File: src/rtl/b11_stim_driver.sv
// Producer side of the b11 stbi/x_in protocol: strobes one word, waits for the
// scrambler to settle, then hands x_out back downstream with the word and a skip flag.
module b11_stim_driver #(
    parameter int DW             = 6,
    parameter int STARTUP_CYCLES = 2,
    parameter int WAIT_CYCLES    = 16
) (
    input  logic          clock,
    input  logic          reset,
    input  logic          in_valid,
    input  logic [DW-1:0] in_data,
    output logic          in_ready,
    output logic          stbi,
    output logic [DW-1:0] x_in,
    input  logic [DW-1:0] dut_x_out,
    output logic          res_valid,
    input  logic          res_ready,
    output logic [DW-1:0] res_data,
    output logic [DW-1:0] res_word,
    output logic          res_skip,
    output logic [7:0]    tx_count
);

    typedef enum logic [2:0] {
        S_STARTUP,
        S_IDLE,
        S_STROBE,
        S_WAIT,
        S_REPORT
    } state_t;

    localparam logic [7:0]    ST_LAST   = 8'(STARTUP_CYCLES - 1);
    localparam logic [7:0]    WT_LAST   = 8'(WAIT_CYCLES - 1);
    localparam logic [DW-1:0] SKIP_LO   = DW'(27);
    localparam logic [DW-1:0] WORD_ONES = {DW{1'b1}};

    state_t        state, state_nxt;
    logic [7:0]    cnt, cnt_nxt;
    logic [DW-1:0] word, word_nxt;
    logic          ld_res, clr_res, tx_inc;
    logic          skip_nxt;

    // 0 and 63 are handled by b11; every other word above 26 is dropped by it
    assign skip_nxt = (word != '0) && (word != WORD_ONES) && (word >= SKIP_LO);

    // stbi is decoded from registered state, so it is glitch-free and one cycle wide
    assign in_ready = (state == S_IDLE);
    assign stbi     = (state != S_STROBE);
    assign x_in     = word;

    always_comb begin
        state_nxt = state;
        cnt_nxt   = cnt;
        word_nxt  = word;
        ld_res    = 1'b0;
        clr_res   = 1'b0;
        tx_inc    = 1'b0;
        case (state)
            S_STARTUP: begin
                if (cnt == ST_LAST) begin
                    cnt_nxt   = '0;
                    state_nxt = S_IDLE;
                end else begin
                    cnt_nxt = cnt + 8'd1;
                end
            end
            S_IDLE: begin
                if (in_valid) begin
                    word_nxt  = in_data;
                    state_nxt = S_STROBE;
                end
            end
            S_STROBE: begin
                tx_inc    = 1'b1;
                cnt_nxt   = '0;
                state_nxt = S_WAIT;
            end
            S_WAIT: begin
                if (cnt == WT_LAST) begin
                    ld_res    = 1'b1;
                    state_nxt = S_REPORT;
                end else begin
                    cnt_nxt = cnt + 8'd1;
                end
            end
            S_REPORT: begin
                if (res_ready) begin
                    clr_res   = 1'b1;
                    state_nxt = S_IDLE;
                end
            end
            default: state_nxt = S_STARTUP;
        endcase
    end

    always_ff @(posedge clock or negedge reset) begin
        if (!reset) begin
            state <= S_STARTUP;
            cnt   <= '0;
            word  <= '0;
        end else begin
            state <= state_nxt;
            cnt   <= cnt_nxt;
            word  <= word_nxt;
        end
    end

    always_ff @(posedge clock or negedge reset) begin
        if (!reset) begin
            res_valid <= 1'b0;
            res_data  <= '0;
            res_word  <= '0;
            res_skip  <= 1'b0;
            tx_count  <= '0;
        end else begin
            if (ld_res) begin
                res_valid <= 1'b1;
                res_data  <= dut_x_out;
                res_word  <= word;
                res_skip  <= skip_nxt;
            end else if (clr_res) begin
                res_valid <= 1'b0;
            end
            if (tx_inc)
                tx_count <= tx_count + 8'd1;
        end
    end

endmodule

File: config.mk
export PLATFORM = sky130hd
export DESIGN_NAME = b11_stim_driver
export DESIGN_NICKNAME = d
export VERILOG_FILES = /design/src/rtl/b11_stim_driver.sv
export SDC_FILE = /design/constraint.sdc
export NUM_CORES = 1
export LEC_CHECK = 0
export BUFFER_PORTS_ARGS = -buffer_cell sky130_fd_sc_hd__buf_2
export CAP_MARGIN = 20
export CORE_MARGIN = 2
export CORE_UTILIZATION = 56
export CTS_CLUSTER_DIAMETER = 40
export DETAILED_ROUTE_END_ITERATION = 12
export GPL_TIMING_DRIVEN = 0
export PLACE_DENSITY = 0.85
export SLEW_MARGIN = 20
export SYNTH_ARGS = -nofsm -noshare
export SYNTH_HDL_FRONTEND = slang
export SYNTH_SLANG_ARGS = --single-unit
File: constraint.sdc
create_clock -name clock -period 3.7 [get_ports clock]
set_input_delay 0.555 -clock clock [delete_from_list [all_inputs] [get_ports clock]]
set_output_delay 0.555 -clock clock [all_outputs]
set_load 0.01 [all_outputs]
==> impl_metrics.csv, run 1 <==
group,metric,value,unit
route,drc_violations_left,0,
synthesis,sequential_fraction_of_the_synthesis_area,55.0,%
synthesis,muxShareOfSynthArea,12.6,%
clocking,holdBufCountCts,0,
synthesis,synthTopCellsByArea,"sky130_fd_sc_hd__dfrtp_1 (55%), sky130_fd_sc_hd__mux2_2 (12%), sky130_fd_sc_hd__nand2_1 (2.5%), sky130_fd_sc_hd__ha_1 (2.1%), sky130_fd_sc_hd__xnor2_1 (2.0%)",
placement,instance_count_after_placement_with_tap_cells_included,239,
worst_setup_path,timing.setup.critical_path_class,"reg2out",
clocking,cts.root.buffer_cell,"sky130_fd_sc_hd__clkbuf_4",
placement,placed_area,2060,um^2
layout,number_of_antenna_diodes,0,
clocking,clk_latency,0.35,ns
clocking,clock_tree.htree_level_count,2,
floorplanning,start_util,58.6,%
synthesis,synth_fp_nets,169,
synthesis,synth.top_cell.area_share,55.0,%
timing,finalSetupViolations,0,
placement,io_buffer_count,45,
floorplanning,coreArea,3030,um^2
clocking,tritoncts_num_sinks,39,
worst_setup_path,cp_cell_sequence,"clkbuf_1, nor3b_2, inv_2, buf_2",
layout,ff_latch_area,976,um^2
synthesis,area_leader_netlist,"sky130_fd_sc_hd__dfrtp_1",
outcome,outcome,"complete, no violations",
timing,min_period_over_period,59.6,%
route,detail_route.wirelength,3.51,mm
clocking,cts_inserted_buffers,5,
timing,final_hold_viol_count,0,
synthesis,synth.avg_cell_area,11.8,um^2
pwr,power-per-cell-area,732,nW/um^2
worst_setup_path,slowest_delay,0.38,ns
timing,min_period,2.21,ns
route,wl_per_cell,14.2,um
route,drt_pass1_iterations,4,
layout,layout.cells.most_common,"sky130_fd_sc_hd__buf_2",
timing,grt_setup_unrepaired,"false",
placement,post-dp-hpwl,2.67,mm
synthesis,synthXorXnorAreaFrac,3.45,%
route,drt-initial-drc-count,74,
job,max_cap_viol_count,0,
placement,finalWeightedCongestion,0.843,
timing,post_route_setup_tns,0,ns
synthesis,synth.cell_area,1780,um^2
synthesis,synthCells,150,
global_route,largest_net_degree_at_the_start_of_global_routing,40,
layout,mostFrequentLayoutCells,"sky130_fd_sc_hd__buf_2 (47), sky130_fd_sc_hd__dfrtp_1 (39), sky130_fd_sc_hd__mux2_2 (19), sky130_fd_sc_hd__nand2_1 (12), sky130_fd_sc_hd__nor2_1 (9)",
timing,drv_slew,0,
clocking,clock_path_buffers,2,
clocking,tritoncts,"yes",
layout,filler_cell_count,225,
synthesis,synth_seq_cells,39,
layout,layout-area-overhead-vs-synth,18.8,%
worst_setup_path,timing.critical_path.fanout_max,10,
global_route,grt-ovfl-total,0,
synthesis,yosysWarnings,0,
layout,post_route_cell_area,2110,um^2
layout,multi_input_combinational_cell_area,763,um^2
floorplanning,die_w,60.3,um
worst_setup_path,crit_slowest_cell,"sky130_fd_sc_hd__dfrtp_1",
pwr,total_power,0.00154,W
worst_hold_path,worstHoldPathType,"in2async",
timing,fin_hold_ws,0.290,ns
clocking,cts_post_setup_buffers_inserted,0,
route,via_per_inst,5.47,
route,antenna_left,0,
worst_setup_path,critical_path.endpoint_type,"output pin",
clocking,cts.clk_slew.worst_paths,0.12,ns
synthesis,synth_compound_gate_area_share,10.5,%
synthesis,synth-simple-area-share,14.3,%
synthesis,synth_top_family_by_area,"simple AND/OR/NAND/NOR gates",
layout,layout-drive-gt1-share,39.4,%
global_route,grt_pass1_wl,6.00,mm
floorplanning,area_enclosed_by_the_die_boundary,3640,um^2
route,detailroute.via_count,1351,
pwr,power.static_leakage,1.04,nW
worst_setup_path,worst-endpoint-arrival,1.65,ns
layout,final_nets,221,
global_route,initial_antenna_violation_count,0,
clocking,ctsResizeCount,0,
worst_setup_path,setup.worst_path.start,"state[2]$_DFFE_PN0P_",
synthesis,synth_cell_types,36,
global_route,globalRouteTotalUtil,22.7,%
synthesis,post_synth_fa_ha_maj_area_fraction,2.11,%
worst_setup_path,startpoint_type,"flip-flop",
timing,max_slew_headroom,44.1,%
timing,skew,0.0142,ns
worst_setup_path,reg_to_reg_startpoint,"cnt[5]$_DFFE_PN0P_",
layout,stdcell_count,247,
floorplanning,io_pins,46,
global_route,grt_pass1_vias,1333,
floorplanning,total_number_of_placement_rows,20,
floorplanning,die_y,60.3,um
worst_setup_path,crit_required,3.14,ns
timing,worst-slew-pin-transition,0.839,ns
timing,maxClockFrequency,453,MHz
pwr,power.ir.vdd_worst,0.000441,V
==> through the flow <==
step	util, %	setup WS, ns
after floorplan	-	1.82
after global placement	67.9	1.67
after detailed placement	67.9	1.61
after CTS	69.7	1.48
after global routing	69.7	1.32
final	69.7	1.49
==> final cells by class <==
class	count	area share, %
buffer	5	1.01
inverter	4	0.712
clock buffer	6	1.96
multi-input combinational	102	36.2
sequential	39	46.3
tap	44	2.61
timing repair buffer	45	10.7
clock inverter	2	0.593
==> path summary, 6_finish.rpt <==
path | slack (ns) | cells past startpoint | end
max in group asynchronous | 2.87 | 1 | res_word[0]$_DFFE_PN0P_
worst min register to register | 0.47 | 1 | tx_count[7]$_DFFE_PN0N_
worst min-delay path | 0.29 | 1 | tx_count[0]$_DFFE_PN0N_
worst max register to register | 1.62 | 5 | cnt[0]$_DFFE_PN0P_
min in group clock | 0.41 | 2 | state[2]$_DFFE_PN0P_
worst max-delay path | 1.49 | 4 | stbi
==> layer usage <==
| metal | track usage (%) | vias to the layer above | share of wire [%] |
|---|---|---|---|
| met5 | 0 | - | 0 |
| met4 | 9.21 | 0 | 1.6 |
| met3 | 6.06 | 6 | 4.4 |
| met2 | 39.6 | 35 | 54 |
| met1 | 26.4 | 667 | 40 |
| li1 | - | 643 | - |
==> worst max-delay path: cells and delay by family (launching register included) <==
kind / cells / cell delay [ns]
buf+inv: 3 / 0.54
flops: 1 / 0.38
simple gates: 1 / 0.38
==> cell families (layout without fill, tap and decap cells) <==
family	count (synthesis)	after routing
fa+ha+maj	3	3
flops	39	39
xor+xnor	7	7
compound gates	24	24
simple gates	48	48
buf+inv	9	62
mux	20	20
==> where the power goes <==
| part | internal [W] | leakage [nW] | switching, W | total (W) |
|---|---|---|---|---|
| Combinational | 0.000301 | 0.513 | 0.000312 | 0.000612 |
| Clock | 0.0000733 | 0.0282 | 0.000137 | 0.000210 |
| Sequential | 0.000582 | 0.495 | 0.000140 | 0.000722 |
| Total | 0.000956 | 1.04 | 0.000588 | 0.00154 |
==> cells in the mapped netlist (all sizes together) <==
library cell and count:
a21oi 5, a22o 3, a22oi 1, a311o 2
and2 2, and2b 1, and3 3, buf 2
clkbuf 3, dfrtp 39, ha 3, inv 4
mux2 19, mux2i 1, nand2 12, nand3 6
nand3b 1, nand4 3, nor2 9, nor2b 2
nor3 3, nor3b 1, nor4 3, o21ai 3
o21bai 3, o22ai 1, o2bb2ai 1, o31ai 3
o41ai 2, or3b 1, or4 1, xnor2 4
xor2 3
==> registers in the layout, indices dropped and copies added, names as in the netlist <==
name       cells
res_valid      1
res_data       6
tx_count       8
res_word       6
state          3
res_skip       1
x_in           6
cnt            8
No activity file was read; power rests on OpenSTA's default activity.
==> inputs of run 2 (changes only) <==
Settings changed: CORE_UTILIZATION 56 to 47, PLACE_DENSITY 0.85 to 0.76.
Clock period 3.7 ns to 1.8 ns, I/O delays scaled along.
==> impl_metrics.csv, run 2 (synthesis results as in run 1) <==
group,metric,value,unit
outcome,outcome,"complete, but fails checks",
outcome,violations,"negative setup slack",
timing,skew,0.00720,ns
floorplanning,io_pins,46,
layout,number_of_antenna_diodes,0,
timing,grt_setup_unrepaired,"true",
clocking,clock_path_buffers,2,
floorplanning,die_y,65.5,um
pwr,total_power,0.00373,W
timing,post_route_setup_tns,-0.0974,ns
placement,placement.setup.worst_slack,-0.233,ns
floorplanning,start_util,48.9,%
route,wl_per_cell,13.9,um
timing,final_worst_slack,-0.0392,ns
worst_setup_path,startpoint_type,"flip-flop",
pwr,power_switching_share,34.4,%
timing,drv_slew,0,
route,via_per_inst,5.28,
clocking,clock_tree.htree_level_count,2,
layout,layout-area-overhead-vs-synth,32.6,%
layout,final_nets,235,
route,antenna_left,0,
timing,min_period,1.84,ns
timing,max_slew_headroom,44.9,%
floorplanning,coreArea,3630,um^2
pwr,sequentialPowerShare,39.4,%
worst_setup_path,slowest_delay,0.56,ns
global_route,globalRouteTotalUtil,19.3,%
clocking,tritoncts,"yes",
global_route,grt-ovfl-total,0,
timing,finalSetupViolations,8,
pwr,switching_power,0.00128,W
clocking,cts_inserted_buffers,5,
worst_setup_path,timing.critical_path.fanout_max,3,
floorplanning,total_number_of_placement_rows,22,
pwr,intPower,0.00245,W
worst_setup_path,worst-endpoint-arrival,2.01,ns
layout,mostFrequentLayoutCells,"sky130_fd_sc_hd__buf_2 (45), sky130_fd_sc_hd__dfrtp_1 (37), sky130_fd_sc_hd__mux2_2 (19), sky130_fd_sc_hd__buf_4 (15), sky130_fd_sc_hd__nand2_1 (11)",
route,drc_violations_left,0,
route,drt-initial-drc-count,50,
placement,placed_area,2070,um^2
timing,min_period_over_period,102,%
worst_setup_path,cp_cell_sequence,"or4_4, o31ai_4, buf_6, o21bai_1, a22o_2",
timing,worst-slew-pin-transition,0.827,ns
job,max_cap_viol_count,0,
layout,post_route_cell_area,2350,um^2
placement,post-dp-hpwl,2.43,mm
timing,maxClockFrequency,544,MHz
global_route,grt_pass1_vias,1447,
worst_setup_path,critical_path.endpoint_type,"flip-flop",
route,detail_route.wirelength,3.66,mm
pwr,power.static_leakage,1.15,nW
pwr,pwr-share-clk,18.4,%
clocking,cts.clk_slew.worst_paths,0.07,ns
timing,fin_hold_ws,0.0746,ns
worst_setup_path,cp_top_family,"compound AO/OA/AOI/OAI gates",
route,drt_pass1_iterations,4,
global_route,largest_net_degree_at_the_start_of_global_routing,40,
layout,filler_cell_count,316,
timing,final_hold_viol_count,0,
clocking,cts.root.buffer_cell,"sky130_fd_sc_hd__clkbuf_8",
floorplanning,area_enclosed_by_the_die_boundary,4290,um^2
global_route,initial_antenna_violation_count,0,
worst_hold_path,worstHoldPathType,"in2async",
route,detailroute.via_count,1395,
pwr,power.ir.vdd_worst,0.000799,V
placement,finalWeightedCongestion,0.815,
pwr,combPwrFrac,42.2,%
worst_setup_path,cp.buffers_inverters,1,
layout,largest_registers,"cnt x8, tx_count x8",
worst_setup_path,timing.setup.critical_path_class,"reg2reg",
worst_setup_path,crit_slowest_cell,"sky130_fd_sc_hd__or4_4",
worst_setup_path,crit_required,1.97,ns
pwr,power-per-cell-area,1590,nW/um^2
floorplanning,die_w,65.5,um
clocking,tritoncts_num_sinks,39,
layout,layout-drive-gt1-share,49.5,%
placement,io_buffer_count,45,
clocking,clk_latency,0.29,ns
layout,layout.cells.most_common,"sky130_fd_sc_hd__buf_2",
global_route,grt_pass1_wl,6.27,mm
==> run 2: cell types whose count changed in the layout (fill, tap and decap cells not counted), moves of 2 or more <==
cell and change:
sky130_fd_sc_hd__clkbuf_1 -4, sky130_fd_sc_hd__and3_4 +2, sky130_fd_sc_hd__dfrtp_2 +2, sky130_fd_sc_hd__and3_1 -2, sky130_fd_sc_hd__clkbuf_8 +5, sky130_fd_sc_hd__buf_4 +15, sky130_fd_sc_hd__buf_6 +3, sky130_fd_sc_hd__clkbuf_4 -5
sky130_fd_sc_hd__buf_2 -2, sky130_fd_sc_hd__dfrtp_1 -2
==> run 2: power by group through the flow <==
stage	sequential, W	combinational [W]	clock, W
final	0.00147	0.00158	0.000688
after global routing	0.00152	0.00173	0.000750
after CTS	0.00147	0.00146	0.000713
after detailed placement	0.00150	0.00126	0
after global placement	0.00149	0.00123	0
after floorplan	0.00158	0.000713	0
==> run 2: cell type report <==
cell class / count / area, um^2 / area share [%]
flip-flops and latches: 39 / 978 / 41.6
multi-input cells: 102 / 817 / 34.7
repair buffers: 61 / 349 / 14.8
clock buffers: 5 / 68.8 / 2.92
well taps: 48 / 60.1 / 2.55
clock inverters: 2 / 37.5 / 1.59
plain buffers: 3 / 27.5 / 1.17
inverters: 4 / 15.0 / 0.638
==> run 2: path summary, 6_finish.rpt <==
kind / start / end / slack [ns] / cells after the start
worst max-delay path: cnt[5]$_DFFE_PN0P_ / cnt[5]$_DFFE_PN0P_ / -0.04 / 5
worst min-delay path: reset / res_data[5]$_DFFE_PN0P_ / 0.07 / 1
worst max register to register: cnt[5]$_DFFE_PN0P_ / cnt[5]$_DFFE_PN0P_ / -0.04 / 5
worst min register to register: tx_count[7]$_DFFE_PN0N_ / tx_count[7]$_DFFE_PN0N_ / 0.48 / 1
max in group asynchronous: reset / cnt[5]$_DFFE_PN0P_ / 1.15 / 1
min in group clock: res_ready / state[2]$_DFFE_PN0P_ / 0.18 / 2
==> run 2: through the flow <==
step                util, %  cells
floorplan                 -    150
global placement       57.0    243
detailed placement     57.0    243
CTS                    62.6    257
global route           64.8    264
finish                 64.8    264
==> run 2: what timing repair did <==
item / 4_1_cts / 5_1_grt
endpoints found under the hold margin: 0 / 0
setup endpoints to repair: 25 / 23
pin swaps: 9 / 5
gates resized for setup: 13 / 5
buffers inserted: 9 / 7
hold buffers: 0 / 0
==> run 2: per-layer routing <==
layer | GRT usage (%) | up-vias | share of wire [%]
li1 | - | 678 | -
met1 | 23.0 | 675 | 45
met2 | 33.2 | 37 | 50
met3 | 4.62 | 5 | 3.3
met4 | 8.59 | 0 | 1.4
met5 | 0 | - | 0
